[config.mk]
export PLATFORM = sky130hd
export DESIGN_NAME = d_ff_pipe
export DESIGN_NICKNAME = d
export VERILOG_FILES = /design/src/rtl/d_ff_pipe_pkg.sv /design/src/rtl/d_ff_pipe_stage.sv /design/src/rtl/d_ff_pipe.sv
export SDC_FILE = /design/constraint.sdc
export NUM_CORES = 1
export LEC_CHECK = 0
export ABC_AREA = 1
export CAP_MARGIN = 10
export CORE_MARGIN = 5
export CORE_UTILIZATION = 57
export DETAILED_ROUTE_END_ITERATION = 6
export PLACE_DENSITY = 0.9
export SLEW_MARGIN = 25
export SYNTH_ARGS = -nofsm -noshare
export SYNTH_HDL_FRONTEND = slang
export SYNTH_HIERARCHICAL = 1
export SYNTH_SLANG_ARGS = --single-unit
[constraint.sdc]
create_clock -name clk -period 2.8 [get_ports clk]
set_input_delay 0.56 -clock clk [delete_from_list [all_inputs] [get_ports clk]]
set_output_delay 0.56 -clock clk [all_outputs]
set_load 0.01 [all_outputs]
[src/rtl/d_ff_pipe_pkg.sv]
// Shared constants and helpers for the d_ff_pipe delay line.
package d_ff_pkg;

  localparam logic [63:0] D_FF_DEFAULT_RESET = 64'h0;

  function automatic int clog2_occ(input int depth);
    return $clog2(depth + 1);
  endfunction

endpackage

[src/rtl/d_ff_pipe_stage.sv]
// One pipeline stage: WIDTH-bit data register plus its valid bit.
module d_ff_pipe_stage #(
  parameter int               WIDTH          = 8,
  parameter logic [WIDTH-1:0] RESET_VAL      = '0,
  parameter bit               CLEAR_ON_FLUSH = 1'b0
) (
  input  logic             clk,
  input  logic             reset,
  input  logic             en,
  input  logic             flush,
  input  logic [WIDTH-1:0] d,
  input  logic             d_valid,
  output logic [WIDTH-1:0] q,
  output logic             q_valid
);

  logic [WIDTH-1:0] data_r;
  logic             valid_r;

  // Stage update, priority reset > flush > en > hold.
  always_ff @(posedge clk) begin
    if (reset) begin
      data_r  <= RESET_VAL;
      valid_r <= 1'b0;
    end else if (flush) begin
      valid_r <= 1'b0;
      if (CLEAR_ON_FLUSH) begin
        data_r <= RESET_VAL;
      end else begin
        data_r <= data_r;
      end
    end else if (en) begin
      data_r  <= d;
      valid_r <= d_valid;
    end else begin
      data_r  <= data_r;
      valid_r <= valid_r;
    end
  end

  assign q       = data_r;
  assign q_valid = valid_r;

endmodule

[src/rtl/d_ff_pipe.sv]
// WIDTH-bit, DEPTH-stage delay line with per-stage valid, stall, flush and
// a registered occupancy count.
module d_ff_pipe
  import d_ff_pkg::*;
#(
  parameter int               WIDTH          = 8,
  parameter int               DEPTH          = 4,
  parameter logic [WIDTH-1:0] RESET_VAL      = D_FF_DEFAULT_RESET[WIDTH-1:0],
  parameter bit               CLEAR_ON_FLUSH = 1'b0
) (
  input  logic                          clk,
  input  logic                          reset,
  input  logic                          en,
  input  logic                          flush,
  input  logic [WIDTH-1:0]              d,
  input  logic                          d_valid,
  output logic [WIDTH-1:0]              q,
  output logic                          q_valid,
  output logic [clog2_occ(DEPTH)-1:0]   occupancy
);

  localparam int OCC_W = clog2_occ(DEPTH);

  logic [WIDTH-1:0] stage_data_s  [DEPTH];
  logic             stage_valid_s [DEPTH];
  logic [OCC_W-1:0] occ_r;

  for (genvar gi = 0; gi < DEPTH; gi++) begin : g_stage
    logic [WIDTH-1:0] din_s;
    logic             vin_s;

    if (gi == 0) begin : g_head
      assign din_s = d;
      assign vin_s = d_valid;
    end else begin : g_link
      assign din_s = stage_data_s[gi-1];
      assign vin_s = stage_valid_s[gi-1];
    end

    d_ff_pipe_stage #(
      .WIDTH         (WIDTH),
      .RESET_VAL     (RESET_VAL),
      .CLEAR_ON_FLUSH(CLEAR_ON_FLUSH)
    ) u_stage (
      .clk    (clk),
      .reset  (reset),
      .en     (en),
      .flush  (flush),
      .d      (din_s),
      .d_valid(vin_s),
      .q      (stage_data_s[gi]),
      .q_valid(stage_valid_s[gi])
    );
  end

  // Incremental count: one entry in from d_valid, one out from the last stage.
  always_ff @(posedge clk) begin
    if (reset) begin
      occ_r <= {OCC_W{1'b0}};
    end else if (flush) begin
      occ_r <= {OCC_W{1'b0}};
    end else if (en) begin
      occ_r <= occ_r + OCC_W'(d_valid) - OCC_W'(stage_valid_s[DEPTH-1]);
    end else begin
      occ_r <= occ_r;
    end
  end

  assign q         = stage_data_s[DEPTH-1];
  assign q_valid   = stage_valid_s[DEPTH-1];
  assign occupancy = occ_r;

endmodule
==> results of run 1 <==
layout make-up:
| type | count | area (um^2) | share of cell area [%] |
|---|---|---|---|
| sequential | 39 | 781 | 37.7 |
| tap | 33 | 41.3 | 2.00 |
| timing repair buffer | 26 | 255 | 12.3 |
| clock buffer | 8 | 68.8 | 3.33 |
| inverter | 50 | 188 | 9.07 |
| multi-input combinational | 165 | 736 | 35.6 |
power groups by stage:
stage / Sequential (mW) / Clock, mW / Combinational (mW)
floorplan: 0.615 / 0 / 0.103
global placement: 0.612 / 0 / 0.153
detailed placement: 0.614 / 0 / 0.159
CTS: 0.601 / 0.328 / 0.160
global route: 0.605 / 0.348 / 0.183
finish: 0.601 / 0.315 / 0.158
through the flow:
| step | area (um^2) | util, % |
|---|---|---|
| final | 2070 | 68.9 |
| after global routing | 2070 | 68.9 |
| after CTS | 2070 | 68.9 |
| after detailed placement | 2000 | 66.6 |
| after global placement | 2000 | 66.6 |
| after floorplan | 1750 | - |
cell usage in the layout (no fill, tap or decap):
cell             netlist  final
nor2_1                69     69
nand2_1               48     48
dfxtp_1               39     39
inv_1                 38     38
nand3_1               32     32
clkdlybuf4s50_1        0     24
inv_2                  8      8
a21oi_1                6      6
clkbuf_4               0      5
nor2_4                 4      4
clkinv_1               4      4
o21ai_0                2      2
ha_1                   2      2
clkbuf_8               0      2
buf_4                  0      2
nand4_1                1      1
fa_1                   1      1
clkbuf_1               0      1
kinds of logic (layout without fill, tap and decap cells):
group                      Yosys count  after routing  share of synthesized area, %
buffers and inverters               54             84                          13.3
AOI/OAI and AO/OA                    8              8                          2.29
and+or+nand+nor                    154            154                          37.2
DFF                                 39             39                          44.6
adders and majority gates            3              3                          2.57
metal layers:
| layer | wire, um | global-route usage, % |
|---|---|---|
| met3 | 140 | 4.10 |
| met4 | 66 | 9.59 |
| met5 | 0 | 0 |
| met2 | 1520 | 29.0 |
| met1 | 1210 | 16.1 |
worst paths after layout:
check | from | end | cells after the start
max | occupancy[1]$_SDFFE_PP0P_ | occupancy[1] | 1
max reg2reg | occupancy[0]$_SDFFE_PP0P_ | occupancy[2]$_SDFFE_PP0P_ | 11
min reg2reg | g_stage[0].u_stage/q_valid$_SDFFE_PP0P_ | g_stage[1].u_stage/q_valid$_SDFFE_PP0P_ | 2
min | g_stage[0].u_stage/q_valid$_SDFFE_PP0P_ | g_stage[1].u_stage/q_valid$_SDFFE_PP0P_ | 2
sequential cells by signal, summed over array words and instances, names as in the netlist:
signal,cells
occupancy,3
g_stage.u_stage/q,32
g_stage.u_stage/q_valid,4
==> run summary, run 1 <==
first-pass GRT wire length: 5.28 mm
power share of the clock group: 29.3%
Peak supply drop: 0.348 mV
largest net degree at the start of global routing: 24
Root Buffer: clkbuf_4
CTS tree: built
WL/cell: 9.17 um
fin worst setup slack: 0.841 ns
GRT overflow: 0
CP Cell Sequence: clkdlybuf4s50_1
vias after detailed routing: 1481
IO buf count: 24
Post-synth EDFFs: 0
WS Path Type: flip-flop to output port
setup bufs post-CTS: 0
Syn Inst Count: 258
layout cells sized above 1: 7.29%
Synth cell types: 14
switching pwr: 269 uW
CP startpoint kind: flip-flop
sequential area share after synthesis: 44.6%
# diodes: 0
DRC Markers: 0
Hold-fix buffers, CTS: 0
synth cell count leaders: 69 x nor2_1, 48 x nand2_1, 39 x dfxtp_1
Ys Warns: 6
final setup TNS: 0 ns
HP Class: flip-flop to flip-flop
TritonCTS Buffers: 5
Max Fanout on Critical Path: 6
Clock Skew: 0.00709 ns
Avg Cell Area, Syn: 6.78 um^2
Total Wirelength: 2.94 mm
initial antenna violation count: 0
combinational power share: 14.7%
Post-CTS Resized: 0
main flop type after synthesis: dfxtp_1
Slew Limit Fails: 0
vias in the first global route: 1346
critical path's top delay family: buffers and inverters
die height: 65.4 um
First-pass DRT Iterations: 4
Post-synth ARST share: 0%
post-synth top area share: 44.6%
number of DRC markers in iteration 0: 22
most numerous cell in the Yosys netlist: nor2_1
critical path's slowest cell: clkdlybuf4s50_1
CP endpoint kind: output port
Post-Layout Cell Count: 321
# H-tree levels: 2
Placed Cells: 313
R2R Setup Slk: 1.02 ns
Worst-path clk slew: 0.10 ns
Final setup viols: 0
Synth area leader: dfxtp_1
worst skew pair latency: 0.34 ns
Ports: 25
Slew headroom: 44.2%
Tmin final: 1.96 ns
synthesized area: 1750 um^2
pre-CTS setup slack: 0.557 ns
critical path data arrival time: 1.40 ns
area grow syn2layout: 18.3%
max-cap violations: 0
Final Hold Fails: 0
Layout fillers: 276
Leakage: 0.938 nW
status: finished clean
Worst Path Buf+Inv: 1
Starting Density: 58.3%
die span in x: 65.4 um
syn_nets: 274
Total Power: 1.07 mW
gr usage total: 15.9%
gpl congestion: 0.753
Reg power frac: 56.0%
worst-case clock buffer depth: 2
Final ANT Viol Nets: 0
Core Area: 3000 um^2
# nets final: 303
die area: 4280 um^2
Fmax achieved: 511 MHz
Vias/cell: 4.61
Sink Count: 39
Crit path required time: 2.24 ns
sw frac: 25.1%
Hold Slack: 0.464 ns
post-route clock period utilization: 70.0%
#FFs+latches synth: 39
RSZ-0062 raised after global routing: false
synth top area cells: dfxtp_1 45%, nor2_1 15%, nand2_1 10%
max incr delay on CP: 0.59 ns
Tightest Pin Transition: 0.835 ns
Cell Pwr Density: 519 nW/um^2
post-DP HPWL: 2.27 mm
# rows: 20
Int Pwr: 804 uW
Power figures use the tool's default switching activity.
==> inputs of run 2 (changes only) <==
--- a/config.mk
+++ b/config.mk
@@ -8,9 +8,9 @@
 export ABC_AREA = 1
 export CAP_MARGIN = 10
 export CORE_MARGIN = 5
-export CORE_UTILIZATION = 57
+export CORE_UTILIZATION = 48
 export DETAILED_ROUTE_END_ITERATION = 6
-export PLACE_DENSITY = 0.9
+export PLACE_DENSITY = 0.81
 export SLEW_MARGIN = 25
 export SYNTH_ARGS = -nofsm -noshare
 export SYNTH_HDL_FRONTEND = slang
==> constraint.sdc (replaced) <==
create_clock -name clk -period 1.6 [get_ports clk]
set_input_delay 0.32 -clock clk [delete_from_list [all_inputs] [get_ports clk]]
set_output_delay 0.32 -clock clk [all_outputs]
set_load 0.01 [all_outputs]
==> run summary, run 2 (synthesis gave the netlist of run 1 again) <==
status: finished clean
worst-case clock buffer depth: 2 (unchanged)
TritonCTS Buffers: 5 (unchanged)
Crit path required time: 1.82 ns (-0.42 ns)
vias in the first global route: 1261 (-6.3%)
WL/cell: 8.53 um (-6.9%)
switching pwr: 488 uW (+81%)
pre-CTS setup slack: -0.220 ns (-0.777 ns)
die height: 70.4 um (+7.6%)
# nets final: 307 (+1.3%)
Final setup viols: 0 (unchanged)
Core Area: 3610 um^2 (+20%)
Final ANT Viol Nets: 0 (unchanged)
initial antenna violation count: 0 (unchanged)
max FFs per register: 32 (unchanged)
post-route clock period utilization: 98.6%
GRT overflow: 0 (unchanged)
number of DRC markers in iteration 0: 33 (+50%)
Post-Layout Cell Count: 340 (+5.9%)
RSZ-0062 raised after global routing: true
max-cap violations: 0 (unchanged)
Crit. Startpoint: occupancy[0]$_SDFFE_PP0P_
post-DP HPWL: 2.12 mm (-6.5%)
First-pass DRT Iterations: 4 (unchanged)
Leakage: 1.00 nW (+7.1%)
Reg power frac: 53.8% (-2.2 points)
Cell Pwr Density: 895 nW/um^2 (+72%)
CTS tree: built
CP startpoint kind: flip-flop
Fmax achieved: 634 MHz
WS Path Type: flip-flop to flip-flop
# H-tree levels: 2 (unchanged)
Worst R2R Start: occupancy[0]$_SDFFE_PP0P_
final setup TNS: 0 ns (unchanged)
# diodes: 0 (unchanged)
Hold-fix buffers, CTS: 0 (unchanged)
area grow syn2layout: 24.8%
first-pass GRT wire length: 5.06 mm (-4.2%)
hold path start: g_stage[0].u_stage/q_valid$_SDFFE_PP0P_
Max Fanout on Critical Path: 3 (-3)
die area: 4950 um^2 (+16%)
DRC Markers: 0 (unchanged)
CP endpoint kind: flip-flop
IO buf count: 24 (unchanged)
Vias/cell: 4.27 (-7.4%)
Starting Density: 48.5% (-9.7 points)
Hold Slack: 0.460 ns (-0.00471 ns)
commonest non-fill, non-tap cell in the layout: nor2_1
Placed Cells: 331 (+5.8%)
HP Class: flip-flop to flip-flop
Ports: 25 (unchanged)
sw frac: 25.0% (-0.089 points)
Clock Skew: 0.00282 ns (-0.00427 ns)
Peak supply drop: 0.506 mV (+45%)
Tightest Pin Transition: 0.282 ns (-0.553 ns)
Tmin final: 1.58 ns
combinational power share: 14.8% (about the same)
vias after detailed routing: 1453 (-1.9%)
gr usage total: 12.6% (-3.3 points)
most frequent cells in the layout: 69 x nor2_1, 47 x nand2_1, 36 x dfxtp_1
Total Wirelength: 2.90 mm (-1.4%)
die span in x: 70.4 um (+7.6%)
critical path data arrival time: 1.80 ns (+0.40 ns)
Final Hold Fails: 0 (unchanged)
fin worst setup slack: 0.0223 ns (-0.819 ns)
Worst-path clk slew: 0.07 ns (-0.03 ns)
gpl congestion: 0.756 (+0.35%)
worst skew pair latency: 0.28 ns (-0.06 ns)
Slew Limit Fails: 0 (unchanged)
Sink Count: 39 (unchanged)
# rows: 22 (+10%)
power share of the clock group: 31.4% (+2.1 points)
Slew headroom: 81.2% (+37 points)
Int Pwr: 1.46 mW (+82%)
layout cells sized above 1: 11.6% (+4.4 points)
Root Buffer: clkbuf_8
largest net degree at the start of global routing: 39 (+63%)
run 2: cell types whose count changed in the layout (fill, tap and decap cells not counted), moves of 2 or more:
| cell | change |
|---|---|
| dfxtp_1 | -3 |
| dlymetal6s2s_1 | +2 |
| ha_1 | -2 |
| dfxtp_2 | +3 |
| buf_4 | +3 |
| clkbuf_4 | -5 |
| ha_4 | +2 |
| inv_2 | +2 |
| clkdlybuf4s50_1 | -3 |
| clkbuf_8 | +3 |
| inv_1 | -3 |
run 2: timing repair:
item	in CTS	in global routing
setup buffers	1	0
endpoints found under the setup margin	3	3
resized for setup	10	3
pin swaps	6	6
run 2: path summary, 6_finish.rpt:
path | slack [ns] | endpoint | cells past startpoint
hold / removal | 0.46 | g_stage[0].u_stage/q_valid$_SDFFE_PP0P_ | 2
setup reg to reg | 0.02 | occupancy[2]$_SDFFE_PP0P_ | 11
hold reg to reg | 0.46 | g_stage[0].u_stage/q_valid$_SDFFE_PP0P_ | 2
setup / recovery | 0.02 | occupancy[2]$_SDFFE_PP0P_ | 11
run 2: power by group through the flow:
stage               clock network, mW  registers (mW)  logic, mW
floorplan                           0            1.08      0.180
global placement                    0            1.07      0.278
detailed placement                  0            1.07      0.284
CTS                             0.642            1.05      0.292
global route                    0.687            1.06      0.329
finish                          0.613            1.05      0.289
run 2: stage by stage:
stage	cell area, um^2	util, %	power, mW
2_1_floorplan	1750	-	1.26
3_3_place_gp	2060	57.1	1.35
3_5_place_dp	2060	57.1	1.36
4_1_cts	2180	60.3	1.99
5_1_grt	2180	60.5	2.07
6_report	2180	60.5	1.95
run 2: critical path: stages (launching register included):
cell	delay (ns)
dfxtp_2	0.33
inv_2	0.04
ha_4	0.21
inv_4	0.05
ha_4	0.11
inv_2	0.03
fa_2	0.35
nand2_2	0.09
nand2_1	0.05
nor2_1	0.09
nor2_1	0.05
nor2_1	0.11
run 2: per-layer routing:
layer	GRT usage, %	up-vias	routed length, um
met2	22.5	22	1380
met5	0	-	0
li1	-	834	-
met1	13.0	592	1320
met4	5.32	0	51
met3	4.89	5	152
run 2: final cells by class:
type | instances | area [um^2]
sequential | 39 | 785
timing repair buffer | 30 | 302
clock inverter | 1 | 5.00
clock buffer | 7 | 76.3
inverter | 50 | 190
multi-input combinational | 165 | 766
fill | 336 | 1420
tap | 48 | 60.1
